**src/rtl/gs_pkg.sv**
```systemverilog
// Shared constants, FSM state type and the 2 - D helper for the Goldschmidt controller.
package gs_pkg;

    localparam int          W        = 24;
    localparam int          FRAC     = 23;
    localparam logic [23:0] ONE      = 24'h800000;
    localparam logic [23:0] ERR_QUOT = 24'hFFFFFF;

    typedef enum logic [2:0] {
        IDLE,
        ISSUE,
        WAIT,
        UPDATE,
        DONE
    } state_t;

    // Two's complement of a Q1.23 value equals 2 - d modulo 2^W.
    function automatic logic [W-1:0] two_minus(input logic [W-1:0] d);
        return ~d + W'(1);
    endfunction

endpackage

```
**src/rtl/gs_prod_trunc.sv**
```systemverilog
// Q2.46 product back to Q1.23; GS_ROUND_EN selects round-half-up with saturation, else truncation.
module gs_prod_trunc #(
    parameter int W = 24
) (
    input  logic [2*W-1:0] prod,
    output logic [W-1:0]   res
);
    import gs_pkg::*;

    // Bit 47 is always zero for in-range operands; low bits only feed rounding.
    logic unused_bits;
    assign unused_bits = ^{prod[2*W-1], prod[FRAC-1:0]};

`ifdef GS_ROUND_EN
    logic [W:0] sum;
    assign sum = {1'b0, prod[FRAC +: W]} + {{W{1'b0}}, prod[FRAC-1]};
    assign res = sum[W] ? {W{1'b1}} : sum[W-1:0];
`else
    assign res = prod[FRAC +: W];
`endif

endmodule

```
**src/rtl/gs_iter_ctrl.sv**
```systemverilog
// Goldschmidt iteration controller: drives two external pipelined multipliers ITER times.
// Optional build macro GS_ROUND_EN (in gs_prod_trunc) enables rounding of the products.
module gs_iter_ctrl #(
    parameter int W       = 24,
    parameter int MUL_LAT = 4,
    parameter int ITER    = 4
) (
    input  logic           clk,
    input  logic           rst_n,
    input  logic           in_valid,
    output logic           in_ready,
    input  logic [W-1:0]   in_n,
    input  logic [W-1:0]   in_d,
    output logic [W-1:0]   mul_n_a,
    output logic [W-1:0]   mul_n_x,
    output logic [W-1:0]   mul_d_a,
    output logic [W-1:0]   mul_d_x,
    input  logic [2*W-1:0] mul_n_p,
    input  logic [2*W-1:0] mul_d_p,
    output logic           out_valid,
    input  logic           out_ready,
    output logic [W-1:0]   out_quot,
    output logic           out_err
);
    import gs_pkg::*;

    localparam int              IT_W    = $clog2(ITER + 1);
    localparam int              WC_W    = $clog2(MUL_LAT + 1);
    localparam logic [IT_W-1:0] LAST_IT = IT_W'(ITER - 1);

    state_t          state;
    logic [W-1:0]    n_reg;
    logic [W-1:0]    d_reg;
    logic [IT_W-1:0] iter_cnt;
    logic [WC_W-1:0] wait_cnt;
    logic [W-1:0]    n_next;
    logic [W-1:0]    d_next;

    assign in_ready = (state == IDLE);

    gs_prod_trunc #(.W(W)) u_trunc_n (
        .prod (mul_n_p),
        .res  (n_next)
    );

    gs_prod_trunc #(.W(W)) u_trunc_d (
        .prod (mul_d_p),
        .res  (d_next)
    );

    always_ff @(posedge clk or negedge rst_n) begin
        if (!rst_n) begin
            state     <= IDLE;
            n_reg     <= '0;
            d_reg     <= '0;
            iter_cnt  <= '0;
            wait_cnt  <= '0;
            mul_n_a   <= '0;
            mul_n_x   <= '0;
            mul_d_a   <= '0;
            mul_d_x   <= '0;
            out_valid <= 1'b0;
            out_quot  <= '0;
            out_err   <= 1'b0;
        end else begin
            case (state)
                IDLE: begin
                    if (in_valid) begin
                        // Only D is range-checked; it must lie in [0.5,1).
                        if (in_d[W-1:W-2] == 2'b01) begin
                            n_reg    <= in_n;
                            d_reg    <= in_d;
                            iter_cnt <= '0;
                            state    <= ISSUE;
                        end else begin
                            out_quot  <= ERR_QUOT;
                            out_err   <= 1'b1;
                            out_valid <= 1'b1;
                            state     <= DONE;
                        end
                    end
                end
                ISSUE: begin
                    mul_n_a  <= n_reg;
                    mul_n_x  <= two_minus(d_reg);
                    mul_d_a  <= d_reg;
                    mul_d_x  <= two_minus(d_reg);
                    wait_cnt <= WC_W'(MUL_LAT);
                    state    <= WAIT;
                end
                WAIT: begin
                    wait_cnt <= wait_cnt - WC_W'(1);
                    if (wait_cnt == WC_W'(1)) begin
                        state <= UPDATE;
                    end
                end
                UPDATE: begin
                    n_reg    <= n_next;
                    d_reg    <= d_next;
                    iter_cnt <= iter_cnt + IT_W'(1);
                    if (iter_cnt == LAST_IT) begin
                        out_quot  <= n_next;
                        out_err   <= 1'b0;
                        out_valid <= 1'b1;
                        state     <= DONE;
                    end else begin
                        state <= ISSUE;
                    end
                end
                DONE: begin
                    if (out_ready) begin
                        out_valid <= 1'b0;
                        state     <= IDLE;
                    end
                end
                default: state <= IDLE;
            endcase
        end
    end

endmodule

```
**config.mk**
```make
export PLATFORM = sky130hd
export DESIGN_NAME = gs_iter_ctrl
export DESIGN_NICKNAME = d
export VERILOG_FILES = /design/src/rtl/gs_pkg.sv /design/src/rtl/gs_prod_trunc.sv /design/src/rtl/gs_iter_ctrl.sv
export SDC_FILE = /design/constraint.sdc
export NUM_CORES = 1
export LEC_CHECK = 0
export CAP_MARGIN = 30
export CORE_MARGIN = 2
export CORE_UTILIZATION = 45
export DETAILED_ROUTE_END_ITERATION = 8
export PLACE_DENSITY = 0.82
export RECOVER_POWER = 25
export SLEW_MARGIN = 30
export SYNTH_ARGS = -nofsm -noshare
export SYNTH_HDL_FRONTEND = slang
export SYNTH_SLANG_ARGS = --single-unit
```
**constraint.sdc**
```tcl
create_clock -name clk -period 2.53 [get_ports clk]
set_input_delay 0.506 -clock clk [delete_from_list [all_inputs] [get_ports clk]]
set_output_delay 0.506 -clock clk [all_outputs]
set_load 0.1 [all_outputs]
```
; Word level (Yosys, flattened, before mapping)
; Cells that the tools add are included.
[word_totals]
register_bits = 155
latchBits = 0
ram_bits = 0
mem_bits_ro = 0
in_bits = 148
out_inout_bits = 123
elab_cells = 63
n_memories = 0
[classes]
addsub = 3
n_mul = 0
div = 0
n_lt_le_gt_ge = 0
n_eq_ne = 13
n_shift = 0
mux = 27
bitwise = 1
n_reduce_logical = 8
[ops]
columns = operator, count
row1 = 24-bit 2-to-1 mux, 7
row2 = 24-bit case mux with 2 select lines, 3
row3 = 24-bit by 1-bit adder with 24-bit output (second input constant), 1
row4 = 24-bit NOT, 1
row5 = 3-bit 2-to-1 mux, 7
row6 = 3-bit case mux with 5 select lines, 1
row7 = 3-bit case mux with 2 select lines, 2
row8 = 2-bit != test (second input constant), 5
row9 = 3-bit by 2-bit equality test with 1-bit output (second input constant), 3
row10 = 3-bit by 1-bit equality test with 1-bit output (second input constant), 2
row11 = 3-bit AND reduction, 2
row12 = 1-bit 2-to-1 mux, 5
row13 = 5-bit AND reduction, 1
row14 = 4-bit AND reduction, 1
row15 = 2-bit nonzero test, 2
row16 = 3-bit by 1-bit adder with 3-bit output (second input constant), 1
row17 = 3-bit equality test (second input constant), 1
row18 = 3-bit zero test, 1
row19 = 1-bit case mux with 3 select lines, 1
row20 = 3-bit nonzero test, 1
row21 = 3-bit by 1-bit subtractor with 3-bit output (second input constant), 1
row22 = 2-bit by 1-bit equality test with 1-bit output (second input constant), 1
row23 = 2-bit by 1-bit != test with 1-bit output (second input constant), 1
row24 = 1-bit case mux with 2 select lines, 1

; Logic depth before layout (Yosys ltp)
[logic_depth]
word_depth = 4
depth_mapped = 7

; By module
; A second synthesis with hierarchy kept.
[hier_totals]
cells_unflattened = 757
hier_area_um2 = 7614.8
[by_module_without_submodules]
columns = mod, n_inst, cells_per_inst, area_each_um2, seq_area_each_um2
row1 = gs_iter_ctrl, 1, 709, 7254.5, 3853.7
row2 = gs_prod_trunc, 2, 24, 180.2, 0.0

; Worst setup path after synthesis
; OpenSTA, ideal clock, no wires.
[synth_path]
kind = reg2out
from = register state[1]
to = output port in_ready
arrival_time_ns = 2.746
required_ns = 2.024
setup_slack_ns = -0.722
path_stages_with_launch = 3
path_buffers = 1
cell_sequence = dfrtp_1 -> clkbuf_1 -> nor3_1
[synth_via]
elab_chain_cells = 1
[synth_lines]
columns = item, line
row1 = from (decl), gs_iter_ctrl.sv:31  ; state_t state;
row2 = from (signal assigned), gs_iter_ctrl.sv:53  ; state <= IDLE;
row3 = from (signal assigned), gs_iter_ctrl.sv:74  ; state <= ISSUE;
row4 = from (signal assigned), gs_iter_ctrl.sv:79  ; state <= DONE;
row5 = 3-bit zero test, gs_iter_ctrl.sv:39  ; assign in_ready = (state == IDLE);
row6 = to (decl), gs_iter_ctrl.sv:11  ; output logic in_ready,
; Every way passes these cells.

; Worst setup path in the final report
[layout_path]
from = register state[2]
to = output port in_ready
; The elaborated chain is that of the path after synthesis.

==> metrics.md <==
| Metric | Value |
|---|---|
| Worst setup SP type | `flip-flop` |
| Die area | `~17000 um2` |
| Num rows | `between 40 and 50` |
| WL/cell | `16.55 um` |
| All-Layer GR Usage | `roughly 23%` |
| Initial antenna violation count | `0` |
| Share of cells above drive strength 1 | `slightly below 30%` |
| Slew HR | `-3.920%` |
| DP Worst Slack | `roughly 0.066 ns` |
| Nature of the critical path endpoint | `output port` |
| Hold Fails Final Rpt | `0` |
| Primary FF master, synth | `dfrtp_1` |
| Fraction of registers with async set/reset | `between 90% and 100%` |
| Gr ovfl total | `0` |
| R2r setup slk | `around 0.34 ns` |
| Setup bufs post-CTS | `0` |
| Ys Warns | `0` |
| Status | `finished, violations left` |
| Library cells used by synthesis | `40` |
| Crit share post-route | `87.04%` |
| Iter 0 DRT Violations | `335` |
| Final Worst Setup Slack | `~0.33 ns` |
| CP Max Fanout | `11` |
| Post-Synthesis Cells | `709` |
| Diodes inserted | `0` |
| Chip width | `131.0 um` |
| Largest cells by area after synthesis | `dfrtp_1 53%, mux2_2 13%, nand2_1 8.7%` |
| Antenna viol nets, final | `0` |
| Most common cell after layout, fill and taps aside | `nand2_1` |
| Worst-case clock skew | `slightly below 0.02 ns` |
| PortBufs | `between 200 and 250` |
| Vias/cell | `around 4.9` |
| Worst endpoint data arrival time | `1.70 ns` |
| Hold_buf cts | `0` |
| Path category of the worst min-delay check | `in -> async` |
| Top-Level Pins | `271` |
| Number of global-route vias before repair | `~5500` |
| Detailed placer's ending HPWL | `13580 um` |
| Die Ht | `between 100 and 150 um` |
| Synth Register Bits | `~150` |
| Worst r2r path cells | `5` |
| EDFF count, synth | `0` |
| TritonCTS Buffers | `17` |
| CTS H-tree depth | `4` |
| WP data required | `between 2 and 2.5 ns` |
| Syn Nets | `862` |
| Clock tree from TritonCTS | `built` |
| Final TNS setup | `0 ns` |
| Slew Limit Fails | `62` |
| First-pass GRT wire length | `~30000 um` |
| Register area share after synthesis | `~53%` |
| Share of the synthesized area in the top cell type | `53.12%` |
| Commonest non-fill, non-tap cells in the layout | `168 x nand2_1, 154 x dfrtp_1, 139 x buf_4` |
| Worst-margin pin slew | `approximately 1.6 ns` |
| DRT Wirelength | `between 15000 and 20000 um` |
| Period minus WS final | `approximately 2.2 ns` |
| Layout area overhead | `37.13%` |
| Failing checks | `max-capacitance violations, max-slew violations` |
| Detailed-route DRC error count | `0` |
| RePlAce Congestion | `0.8480` |
| Core Area | `~16000 um2` |
| Most area-hungry cell type in the Yosys netlist | `dfrtp_1` |
| # nets final | `roughly 1100` |
| Post-Syn Area | `slightly above 7000 um2` |
| Final setup vio count | `0` |
| Syn avg cell area | `roughly 10 um2` |
| Root buffer cell | `clkbuf_16` |
| Max Buffers Root-to-Sink | `2` |
| DR pass1 iterations | `4` |
| Crit path kind | `reg -> out` |
| Pin count of the biggest net entering global routing | `between 60 and 70` |
| Total number of vias | `~5600` |
| CTS clk-pin slew, worst paths | `0.07 ns` |
| MaxCap Viol Count | `1` |
| Initial core utilization | `45.83%` |
| CTS sink cnt | `between 150 and 200` |
| PostCTS Resize Cnt | `0` |
| Skew-Pair Late Insertion Delay | `between 0.4 and 0.5 ns` |
| RSZ-0062 raised after global routing | `no` |
| Fmax | `approximately 0.45 GHz` |
==> cell type report <==
class                      count  area (um2)
sequential                   154        3854
fill                        1285        5879
clock inverter                15       167.7
multi-input combinational    454        2959
tap                          216       270.3
timing repair buffer         244        2133
clock buffer                  17       425.4
inverter                      37       138.9
==> cell usage after synthesis, drive strengths merged, types with 4 or more instances <==
library cell  instances
nor2                 41
nand3                11
ha                    5
or3                   6
clkbuf               22
a21oi                 7
nor3                  7
o31ai                 6
nand2               169
xnor2                 9
o21ai                29
mux2                 84
inv                  37
o31a                  4
buf                  42
dfrtp               154
nor4                  9
mux2i                36
==> kinds of logic (layout without fill, tap and decap cells) <==
kind of cell	Yosys count	count (layout)	share of synthesized area, %
buf+inv	101	313	6.709
mux	120	120	18.01
flops	154	154	53.12
fa+ha+maj	5	5	0.8624
simple gates	263	263	15.37
xor+xnor	12	12	1.449
compound gates	54	54	4.484
==> per-layer routing <==
metal  wire length [um]  global-route usage [%]
met5                  0                       0
met4                442                   8.761
met3               1066                   5.415
met2               9789                   37.79
met1               7524                   29.24
==> final timing paths <==
kind,endpoint,startpoint
worst max-delay path,in_ready,state[2]
worst min-delay path,out_quot[13],rst_n
worst max register to register,d_reg[17],state[1]
worst min register to register,mul_n_a[5],n_reg[5]
max in group asynchronous,out_quot[18],rst_n
min in group clk,mul_n_a[5],n_reg[5]
==> through the flow <==
stage	std cells	cell area [um2]	hold slack (ns)	util, %
after floorplan	709	7259	0.2104	-
after global placement	1105	9365	0.4452	59.17
after detailed placement	1105	9365	0.4521	59.17
after CTS	1137	9958	0.06905	62.92
after global routing	1137	9948	0.4809	62.85
final	1137	9948	0.4329	62.85
==> critical path, cell delays in order (launching register included) <==
cell,delay (ns)
dfrtp_1,0.53
buf_4,0.25
nor3_2,0.15
buf_4,0.33
Power is left out: the tool's default activity adds up to more than one toggle a clock period on the data nets, which glitch-free logic cannot reach.
